<file path="config.mk">
export PLATFORM = sky130hd
export DESIGN_NAME = muldiv_unit_flat
export DESIGN_NICKNAME = d
export VERILOG_FILES = /design/src/rtl/muldiv_unit_pkg.sv /design/src/rtl/muldiv_unit_if.sv /design/src/rtl/muldiv_unit.sv /design/src/flat_wrapper.sv
export SDC_FILE = /design/constraint.sdc
export NUM_CORES = 1
export LEC_CHECK = 0
export ABC_AREA = 1
export CAP_MARGIN = 20
export CORE_UTILIZATION = 59
export CTS_CLUSTER_SIZE = 30
export DETAILED_ROUTE_END_ITERATION = 6
export GPL_TIMING_DRIVEN = 0
export PLACE_DENSITY = 0.81
export SLEW_MARGIN = 15
export SYNTH_ARGS = -nofsm -noshare
export SYNTH_HDL_FRONTEND = slang
export SYNTH_SLANG_ARGS = --single-unit
</file>
<file path="constraint.sdc">
create_clock -name CLK -period 3.05 [get_ports CLK]
set_clock_uncertainty 0.2 [all_clocks]
set_input_delay 0.61 -clock CLK [delete_from_list [all_inputs] [get_ports CLK]]
set_output_delay 0.61 -clock CLK [all_outputs]
set_load 0.01 [all_outputs]
</file>
<file path="src/rtl/muldiv_unit_pkg.sv">
// Shared types and constants for the iterative multiply/divide unit.
// Contents: operation encoding, FSM state encoding, default width and iteration count.
package muldiv_unit_pkg;

    localparam int unsigned MD_WIDTH = 32;
    localparam int unsigned MD_ITER  = 32;

    typedef enum logic [1:0] {
        MD_MULT  = 2'b00,
        MD_MULTU = 2'b01,
        MD_DIV   = 2'b10,
        MD_DIVU  = 2'b11
    } muldiv_op_t;

    typedef enum logic [1:0] {
        MD_IDLE,
        MD_CALC,
        MD_FIXUP,
        MD_DONE
    } muldiv_state_t;

endpackage

</file>
<file path="src/rtl/muldiv_unit_if.sv">
// Datapath-side bus of the multiply/divide unit.
// Issue: start, op, porta, portb. HI/LO direct writes: hi_wen, lo_wen, wdata.
// Status/results: busy, done, dz_flag, hi, lo.
// Modport md is the unit itself, modport tb is whoever drives it.
interface muldiv_unit_if #(
    parameter int unsigned WIDTH = 32
);
    import muldiv_unit_pkg::*;

    logic             start;
    muldiv_op_t       op;
    logic [WIDTH-1:0] porta;
    logic [WIDTH-1:0] portb;
    logic             hi_wen;
    logic             lo_wen;
    logic [WIDTH-1:0] wdata;
    logic             busy;
    logic             done;
    logic             dz_flag;
    logic [WIDTH-1:0] hi;
    logic [WIDTH-1:0] lo;

    modport md (
        input  start, op, porta, portb, hi_wen, lo_wen, wdata,
        output busy, done, dz_flag, hi, lo
    );

    modport tb (
        output start, op, porta, portb, hi_wen, lo_wen, wdata,
        input  busy, done, dz_flag, hi, lo
    );

endinterface

</file>
<file path="src/rtl/muldiv_unit.sv">
// Iterative radix-2 multiply/divide unit owning the architectural HI/LO registers.
// Ports: CLK, nRST (synchronous, active-low), bus (muldiv_unit_if.md):
//   start/op/porta/portb issue an operation, hi_wen/lo_wen/wdata write HI/LO when idle,
//   busy/done/dz_flag report status, hi/lo expose the registers.
module muldiv_unit
    import muldiv_unit_pkg::*;
#(
    parameter int unsigned WIDTH = MD_WIDTH,
    parameter int unsigned ITER  = MD_ITER
) (
    input  logic    CLK,
    input  logic    nRST,
    muldiv_unit_if.md bus
);

    localparam int unsigned CNT_W = $clog2(ITER);
    localparam int unsigned ACC_W = 2 * WIDTH;

    // Two's-complement negate when n is set (operand magnitudes and result fixup).
    function automatic logic [WIDTH-1:0] cond_neg(input logic [WIDTH-1:0] x, input logic n);
        return n ? (~x + WIDTH'(1)) : x;
    endfunction

    function automatic logic [ACC_W-1:0] cond_neg_wide(input logic [ACC_W-1:0] x, input logic n);
        return n ? (~x + ACC_W'(1)) : x;
    endfunction

    muldiv_state_t    state;
    muldiv_op_t       op_q;
    logic [CNT_W-1:0] cnt;
    logic [WIDTH-1:0] a_mag;
    logic [WIDTH-1:0] b_mag;
    logic [ACC_W-1:0] acc;
    logic             neg_res;
    logic             neg_rem;
    logic             dz_pend;
    logic             busy;
    logic             done;
    logic             dz_flag;
    logic [WIDTH-1:0] hi;
    logic [WIDTH-1:0] lo;

    // Issue-time decode of the incoming operation.
    logic             signed_c;
    logic             is_div_c;
    logic             a_neg_c;
    logic             b_neg_c;
    logic [WIDTH-1:0] a_mag_c;
    logic [WIDTH-1:0] b_mag_c;

    always_comb begin
        signed_c = (bus.op == MD_MULT) || (bus.op == MD_DIV);
        is_div_c = (bus.op == MD_DIV)  || (bus.op == MD_DIVU);
        a_neg_c  = signed_c && bus.porta[WIDTH-1];
        b_neg_c  = signed_c && bus.portb[WIDTH-1];
        a_mag_c  = cond_neg(bus.porta, a_neg_c);
        b_mag_c  = cond_neg(bus.portb, b_neg_c);
    end

    // One CALC iteration. Multiply: acc = {partial product, remaining multiplier bits}.
    // Divide: acc = {remainder, dividend bits still to shift / quotient bits shifted in}.
    logic [WIDTH:0]   mul_sum_c;
    logic [WIDTH:0]   div_trial_c;
    logic [WIDTH:0]   div_diff_c;
    logic [ACC_W-1:0] acc_step_c;

    always_comb begin
        mul_sum_c   = {1'b0, acc[ACC_W-1:WIDTH]} + (acc[0] ? {1'b0, a_mag} : '0);
        div_trial_c = {acc[ACC_W-1:WIDTH], acc[WIDTH-1]};
        div_diff_c  = div_trial_c - {1'b0, b_mag};
        acc_step_c  = acc;
        if ((op_q == MD_DIV) || (op_q == MD_DIVU)) begin
            // Borrow clear means the divisor fit: keep the difference, shift in a 1.
            if (!div_diff_c[WIDTH]) begin
                acc_step_c = {div_diff_c[WIDTH-1:0], acc[WIDTH-2:0], 1'b1};
            end else begin
                acc_step_c = {div_trial_c[WIDTH-1:0], acc[WIDTH-2:0], 1'b0};
            end
        end else begin
            acc_step_c = {mul_sum_c, acc[WIDTH-1:1]};
        end
    end

    // Control FSM, datapath registers and HI/LO.
    always_ff @(posedge CLK) begin
        if (!nRST) begin
            state   <= MD_IDLE;
            op_q    <= MD_MULT;
            cnt     <= '0;
            a_mag   <= '0;
            b_mag   <= '0;
            acc     <= '0;
            neg_res <= 1'b0;
            neg_rem <= 1'b0;
            dz_pend <= 1'b0;
            busy    <= 1'b0;
            done    <= 1'b0;
            dz_flag <= 1'b0;
            hi      <= '0;
            lo      <= '0;
        end else begin
            done <= 1'b0;
            case (state)
                MD_IDLE: begin
                    if (bus.start) begin
                        op_q    <= bus.op;
                        a_mag   <= a_mag_c;
                        b_mag   <= b_mag_c;
                        neg_res <= a_neg_c ^ b_neg_c;
                        neg_rem <= a_neg_c;
                        dz_flag <= 1'b0;
                        cnt     <= '0;
                        busy    <= 1'b1;
                        if (is_div_c && (bus.portb == '0)) begin
                            // Park the raw dividend where FIXUP expects the remainder.
                            dz_pend <= 1'b1;
                            acc     <= {bus.porta, {WIDTH{1'b0}}};
                            state   <= MD_FIXUP;
                        end else begin
                            dz_pend <= 1'b0;
                            acc     <= is_div_c ? {{WIDTH{1'b0}}, a_mag_c}
                                                : {{WIDTH{1'b0}}, b_mag_c};
                            state   <= MD_CALC;
                        end
                    end else begin
                        if (bus.hi_wen) hi <= bus.wdata;
                        if (bus.lo_wen) lo <= bus.wdata;
                    end
                end
                MD_CALC: begin
                    acc <= acc_step_c;
                    cnt <= cnt + CNT_W'(1);
                    if (cnt == CNT_W'(ITER - 1)) begin
                        state <= MD_FIXUP;
                    end
                end
                MD_FIXUP: begin
                    if (dz_pend) begin
                        hi      <= acc[ACC_W-1:WIDTH];
                        lo      <= '1;
                        dz_flag <= 1'b1;
                    end else if ((op_q == MD_DIV) || (op_q == MD_DIVU)) begin
                        hi <= cond_neg(acc[ACC_W-1:WIDTH], neg_rem);
                        lo <= cond_neg(acc[WIDTH-1:0], neg_res);
                    end else begin
                        {hi, lo} <= cond_neg_wide(acc, neg_res);
                    end
                    done  <= 1'b1;
                    state <= MD_DONE;
                end
                MD_DONE: begin
                    busy  <= 1'b0;
                    state <= MD_IDLE;
                end
                default: begin
                    busy  <= 1'b0;
                    state <= MD_IDLE;
                end
            endcase
        end
    end

    assign bus.busy    = busy;
    assign bus.done    = done;
    assign bus.dz_flag = dz_flag;
    assign bus.hi      = hi;
    assign bus.lo      = lo;

endmodule

</file>
<file path="src/flat_wrapper.sv">
// flat-port wrapper written by rule: the top's interface ports become plain ports
module muldiv_unit_flat import muldiv_unit_pkg::*;
#(
    parameter int unsigned WIDTH = MD_WIDTH,
    parameter int unsigned ITER  = MD_ITER
)
  (CLK, nRST, bus_start, bus_op, bus_porta, bus_portb, bus_hi_wen, bus_lo_wen, bus_wdata, bus_busy, bus_done, bus_dz_flag, bus_hi, bus_lo);
  muldiv_unit_if #(.WIDTH(WIDTH)) bus_i ();
  input  logic CLK;
  input  logic nRST;
  input wire logic [$bits(bus_i.start)-1:0] bus_start;
  input wire logic [$bits(bus_i.op)-1:0] bus_op;
  input wire logic [$bits(bus_i.porta)-1:0] bus_porta;
  input wire logic [$bits(bus_i.portb)-1:0] bus_portb;
  input wire logic [$bits(bus_i.hi_wen)-1:0] bus_hi_wen;
  input wire logic [$bits(bus_i.lo_wen)-1:0] bus_lo_wen;
  input wire logic [$bits(bus_i.wdata)-1:0] bus_wdata;
  output wire logic [$bits(bus_i.busy)-1:0] bus_busy;
  output wire logic [$bits(bus_i.done)-1:0] bus_done;
  output wire logic [$bits(bus_i.dz_flag)-1:0] bus_dz_flag;
  output wire logic [$bits(bus_i.hi)-1:0] bus_hi;
  output wire logic [$bits(bus_i.lo)-1:0] bus_lo;
  assign bus_i.start = bus_start;
  assign bus_i.op = bus_op;
  assign bus_i.porta = bus_porta;
  assign bus_i.portb = bus_portb;
  assign bus_i.hi_wen = bus_hi_wen;
  assign bus_i.lo_wen = bus_lo_wen;
  assign bus_i.wdata = bus_wdata;
  assign bus_busy = bus_i.busy;
  assign bus_done = bus_i.done;
  assign bus_dz_flag = bus_i.dz_flag;
  assign bus_hi = bus_i.hi;
  assign bus_lo = bus_i.lo;
  muldiv_unit #(.WIDTH(WIDTH), .ITER(ITER)) u_core (.CLK(CLK), .nRST(nRST), .bus(bus_i));
endmodule
</file>
==> results.toml, run 1 <==
[setup_path]
cp_cell_sequence = "inv_1, clkbuf_1, clkbuf_1, nand3_1, nand3_2, nand2_1, a21oi_2"
crit_type = "register to register"
crit_arrival_ns = 3.39
r2r-start = "u_core.op_q[1]"
rr_endpoint = "u_core.acc[62]"
r2r_cells = 7
cp-end-kind = "register"
crit_slowest_cell = "clkbuf_1"
rrSetupSlack_ns = -0.04
critPathLaunchType = "register"
slowest_delay_ns = 0.86
crit_family = "buffers and inverters"
cp_max_fo = 10
cp_common_cell = "clkbuf_1"
critPathBufInv = 3
worstPathRequired_ns = 3.35

[finish]
n_antenna_cell = 0
final_cell_area_um2 = 22800
drive_gt1_share_pct = 9.69
fin_nets = 3660
syn2layout_area_growth_pct = 21.2
fin_cells = 3900

[power]
p_per_area_nw_per_um2 = 975
irDropWorstVdd_mv = 0.726
leakagePower_nw = 10.8
total_power_mw = 22.3

[cts]
clk_transition_reported_paths_ns = 0.06
clock_path_buffers = 3
insertion_delay_ns = 0.57
cts_made_buffers = 25
cts_tree = "built"
cts_sinks = 206
htree_levels = 1
cts_hold_buf = 0
clockRootBuffer = "clkbuf_16"

[place]
dp_cells = 3822
dp_slack_ns = -0.558
dpl.hpwl_um = 70300
place_congestion = 1.12
port_buffers = 168
dpl_cell_area_um2 = 21000

[worst_hold_path]
whs_path_depth = 2
hold_start = "u_core.cnt[4]"
hp-class = "register to register"
min_to = "u_core.cnt[4]"

[routing]
via_per_inst = 6.41
num_vias = 25000
drtIter0Drc = 4540
wl_um = 89400
drc_errors = 15
antenna_left = 0
drt_first_pass_iters = 7
routedWlPerCell_um = 22.9

[timing]
tightest_slew_ns = 1.15
fmax_mhz = 323
layout_setup_ws_ns = -0.0418
fin_crit_ns = 3.09
slew_headroom_pct = 23.0
drv_slew = 0
hold_violations = 0
setup_viol = 2
worst_hold_slack_ns = 0.280
finalCritPeriodShare_pct = 101

[global_routing]
grt_pass1_vias = 22100
grt_max_degree = 14
grt_util_all_layers_pct = 51.8
grt_antenna_before_repair = 4
grt-ovfl-total = 0
grt_pass1_wl_um = 129000

[synthesis]
yosysWarnings = 0
synth_ff_type = "dfxtp_1"
synth-edff-count = 0
postSynth.asyncResetShare_pct = 0
syn-num-nets = 3431
synth_seq_cells = 206
avgSynthCellArea_um2 = 5.79
syn_area_um2 = 18800
ys_types = 53
synth-seq-area-share_pct = 21.9
synthCells = 3252

[flow_run]
drv_cap = 0

[floorplan]
fp.dieW_um = 181
die_height_um = 181
rows = 65
io_pins = 170
dieArea_um2 = 32600
core_um2 = 31500
initial_utilization_pct = 59.8

[run_status]
violations = "design-rule violations, negative setup slack"
status = "finished with violations"
layout by cell type (no fill, tap or decap), types with 8 or more instances in the layout:
cell type,synthesis,final
nor2_1,305,295
ha_4,0,8
nor3_1,44,41
inv_1,444,437
xnor2_1,17,17
dfxtp_2,0,17
o21ai_1,4,10
o21bai_1,9,8
inv_2,9,15
clkbuf_16,0,30
o211ai_1,34,34
o21ai_0,296,288
a21oi_1,268,256
nand3_1,265,245
nand2_4,2,9
nand2_1,832,812
ha_1,74,59
nand2_2,9,21
buf_1,12,10
nor2_2,10,20
buf_4,3,29
nand3_2,2,20
clkdlybuf4s50_1,0,168
clkbuf_1,105,100
o31ai_1,10,9
xor2_1,54,54
buf_2,13,11
or2_2,19,19
a31oi_1,52,52
dfxtp_1,206,187
a21oi_2,53,60
nand4_1,31,31
nor4_1,11,10
cells by family (layout without fill, tap and decap cells):
| logic type | after synthesis | after routing | share of synthesized area, % |
|---|---|---|---|
| simple gates | 1557 | 1558 | 35.1 |
| compound gates | 747 | 747 | 22.3 |
| buf+inv | 595 | 840 | 12.2 |
| flops | 206 | 206 | 21.9 |
| fa+ha+maj | 76 | 76 | 5.13 |
| xor+xnor | 71 | 71 | 3.30 |
cell usage after synthesis, types with 4 or more instances:
| library cell | instances | area share, % |
|---|---|---|
| nand2_1 | 832 | 17 |
| or2_2 | 19 | 0.63 |
| xor2_1 | 54 | 2.5 |
| nor2_2 | 10 | 0.33 |
| inv_2 | 9 | 0.18 |
| xnor2_1 | 17 | 0.79 |
| nor2_1 | 305 | 6.1 |
| buf_6 | 6 | 0.36 |
| nor3_1 | 44 | 1.2 |
| buf_2 | 13 | 0.35 |
| buf_1 | 12 | 0.24 |
| o31ai_1 | 10 | 0.40 |
| dfxtp_1 | 206 | 22 |
| a21oi_1 | 268 | 7.1 |
| a21oi_2 | 53 | 2.5 |
| a21o_1 | 5 | 0.20 |
| nor4_1 | 11 | 0.37 |
| o21bai_1 | 9 | 0.36 |
| and2_1 | 5 | 0.17 |
| o211ai_1 | 34 | 1.4 |
| o21ai_0 | 296 | 7.9 |
| o21ai_1 | 4 | 0.11 |
| nand2_2 | 9 | 0.30 |
| ha_1 | 74 | 4.9 |
| a31oi_1 | 52 | 1.7 |
| nand3_1 | 265 | 7.0 |
| o21a_1 | 5 | 0.20 |
| inv_1 | 444 | 8.9 |
| nand3b_1 | 7 | 0.28 |
| nand4_1 | 31 | 1.0 |
| clkbuf_1 | 105 | 2.1 |
worst reg2reg max path: cells and delay by family, from the launching register on:
kind | cells | cell delay, ns
compound gates | 1 | 0.11
buf+inv | 3 | 1.75
simple gates | 3 | 0.63
flops | 1 | 0.34
where the power goes:
group | total (mW) | switching (mW) | internal [mW]
clock | 3.10 | 1.30 | 1.80
combinational | 14.7 | 9.97 | 4.76
sequential | 4.41 | 0.910 | 3.50
timing repair:
item / 4_1_cts / 5_1_grt
gates cloned: 0 / 6
setup endpoints to repair: 33 / 118
pin swaps: 3 / 26
gates resized for setup: 38 / 152
setup buffers: 3 / 26
layout make-up:
type	instances	area, um2
multi-input cells	2452	12900
fillers	2663	8640
clock inverters	11	128
flip-flops and latches	206	4150
clock buffers	33	706
inverters	456	1720
repair buffers	202	2020
well taps	402	503
plain buffers	138	672
sequential cells by signal, indices dropped and copies added, names as in the netlist:
signal	cells
u_core.neg_rem	1
u_core.acc	64
u_core.a_mag	32
u_core.bus.done	1
u_core.bus.dz_flag	1
u_core.b_mag	32
u_core.op_q	1
u_core.bus.busy	1
u_core.cnt	5
u_core.state	2
u_core.dz_pend	1
u_core.bus.hi	32
u_core.neg_res	1
u_core.bus.lo	32
worst max-delay path by stage:
stage	start	to	slack, ns	cells past startpoint
CTS	u_core.acc[0]	u_core.acc[47]	0.005	19
global route	u_core.acc[0]	u_core.acc[47]	-0.03	19
floorplan	u_core.acc[0]	u_core.acc[47]	0.26	19
finish	u_core.op_q[1]	u_core.acc[62]	-0.04	7
detailed placement	u_core.acc[31]	u_core.acc[52]	-0.56	21
global placement	bus_portb[0]	u_core.acc[2]	-0.49	15
metrics by stage:
| stage | util (%) | TNS [ns] |
|---|---|---|
| CTS | 69.8 | 0 |
| global route | 72.5 | -0.0710 |
| floorplan | - | 0 |
| detailed placement | 66.8 | -30.58 |
| finish | 72.5 | -0.0631 |
| global placement | 66.8 | -25.83 |
routing by layer:
| metal | share of wire (%) | up-vias | global-route usage, % |
|---|---|---|---|
| met2 | 39 | 2264 | 73.6 |
| met1 | 36 | 11100 | 67.3 |
| met5 | 0.045 | - | 0 |
| met3 | 17 | 498 | 16.9 |
| met4 | 8.4 | 6 | 32.5 |
| li1 | - | 11100 | - |
Power figures use the tool's default switching activity.
==> run 2: changes to the inputs <==
- TNS_END_PERCENT: default -> 20
==> results.toml, run 2 (synthesized netlist as in run 1, its figures left out) <==
[global_routing]
grt_max_degree = 14
grt-ovfl-total = 0
grt_pass1_wl_um = 129000
grt_antenna_before_repair = 3
grt_pass1_vias = 22100
grt_util_all_layers_pct = 51.8

[timing]
finalCritPeriodShare_pct = 104
slew_headroom_pct = 21.6
tightest_slew_ns = 1.18
tns_ns = -0.284
fin_crit_ns = 3.18
layout_setup_ws_ns = -0.134
drv_slew = 0
fmax_mhz = 314
setup_viol = 5
worst_hold_slack_ns = 0.282
hold_violations = 0
rsz0062_at_grt = "yes"

[cts]
htree_levels = 1
clk_transition_reported_paths_ns = 0.06
clock_path_buffers = 3
insertion_delay_ns = 0.57
cts_hold_buf = 0
clockRootBuffer = "clkbuf_16"
cts_sinks = 206
cts_made_buffers = 25
cts_tree = "built"

[power]
total_power_mw = 22.2
irDropWorstVdd_mv = 0.632
p_per_area_nw_per_um2 = 975
leakagePower_nw = 10.7

[floorplan]
rows = 65
die_height_um = 181
core_um2 = 31500
dieArea_um2 = 32600
io_pins = 170
fp.dieW_um = 181
initial_utilization_pct = 59.8

[worst_hold_path]
hp-class = "register to register"
hold_start = "u_core.cnt[4]"
whs_path_depth = 2
min_to = "u_core.cnt[4]"

[setup_path]
rr_endpoint = "u_core.acc[31]"
cp_max_fo = 10
critPathLaunchType = "register"
r2r-start = "u_core.op_q[1]"
crit_arrival_ns = 3.47
crit_type = "register to register"
rrSetupSlack_ns = -0.13
worstPathRequired_ns = 3.34
cp-end-kind = "register"
r2r_cells = 7

[routing]
wl_um = 89400
antenna_left = 0
drc_errors = 19
num_vias = 25000
drtIter0Drc = 4441
via_per_inst = 6.43
routedWlPerCell_um = 23.0
drt_first_pass_iters = 7

[finish]
final_cell_mix = "nand2_1 (813), inv_1 (440), nor2_1 (293), o21ai_0 (286), a21oi_1 (255)"
largest-register = "u_core.acc"
final_common_cell = "nand2_1"
largest_reg_flops = 64
syn2layout_area_growth_pct = 21.1
drive_gt1_share_pct = 9.24
fin_nets = 3646

[place]
dpl.hpwl_um = 70300
port_buffers = 168
place_congestion = 1.12

[flow_run]
drv_cap = 0

[run_status]
violations = "design-rule violations, negative setup slack"
status = "finished with violations"
## run 2: changes by cell type in the layout (fill, tap and decap cells not counted), sizes merged
cell,before,now
diode,0,2
clkbuf,142,141
inv,454,455
buf,63,50
clkinvlp,5,4
## run 2: where the power goes
part	leakage (nW)	internal, mW	total, mW	switching [mW]
Combinational	8.59	4.74	14.7	9.98
Clock	0.401	1.80	3.10	1.30
Sequential	1.70	3.50	4.41	0.905
## run 2: critical path, stage by stage (launching register included)
cell	delay [ns]
dfxtp_1	0.33
inv_1	0.10
clkbuf_1	0.88
clkbuf_1	0.85
nand2_1	0.31
o21ai_0	0.17
a21oi_1	0.09
a21oi_1	0.17
## run 2: how the worst max path moves through the flow
stage / start / endpoint / slack, ns / cells past startpoint
floorplan: u_core.acc[0] / u_core.acc[47] / 0.26 / 19
finish: u_core.op_q[1] / u_core.acc[31] / -0.13 / 7
detailed placement: u_core.acc[31] / u_core.acc[52] / -0.56 / 21
CTS: u_core.acc[0] / u_core.acc[50] / -0.02 / 19
global placement: bus_portb[0] / u_core.acc[2] / -0.49 / 15
global route: u_core.acc[0] / u_core.acc[61] / -0.09 / 19
## run 2: per-layer routing
| layer | routed length (um) | up-vias | share of wire [%] | track usage (%) |
|---|---|---|---|---|
| met4 | 7360 | 4 | 8.2 | 32.5 |
| li1 | - | 11100 | - | - |
| met3 | 14600 | 538 | 16 | 16.9 |
| met1 | 32500 | 11200 | 36 | 67.3 |
| met5 | 22 | - | 0.025 | 0 |
| met2 | 34900 | 2221 | 39 | 73.7 |
## run 2: layout make-up
type	instances	area, um2
Sequential cell	206	4150
Timing Repair Buffer	188	1920
Fill cell	2678	8670
Antenna cell	2	5.00
Inverter	456	1720
Clock buffer	33	706
Multi-Input combinational cell	2452	13000
Buffer	138	664
Clock inverter	11	128
Tap cell	402	503
## run 2: metrics by stage
step	setup WS [ns]	util (%)	instance area, um2	std cells
global route	-0.0888	72.4	22800	3886
detailed placement	-0.558	66.8	21000	3822
floorplan	0.257	-	18800	3252
finish	-0.134	72.5	22800	3888
CTS	-0.0242	69.8	22000	3868
global placement	-0.489	66.8	21000	3822
## run 2: what timing repair did
| action | in CTS | in global routing |
|---|---|---|
| gates cloned | 0 | 6 |
| setup endpoints to repair | 33 | 118 |
| setup buffers | 3 | 12 |
| pin swaps | 3 | 14 |
| gates resized for setup | 36 | 160 |
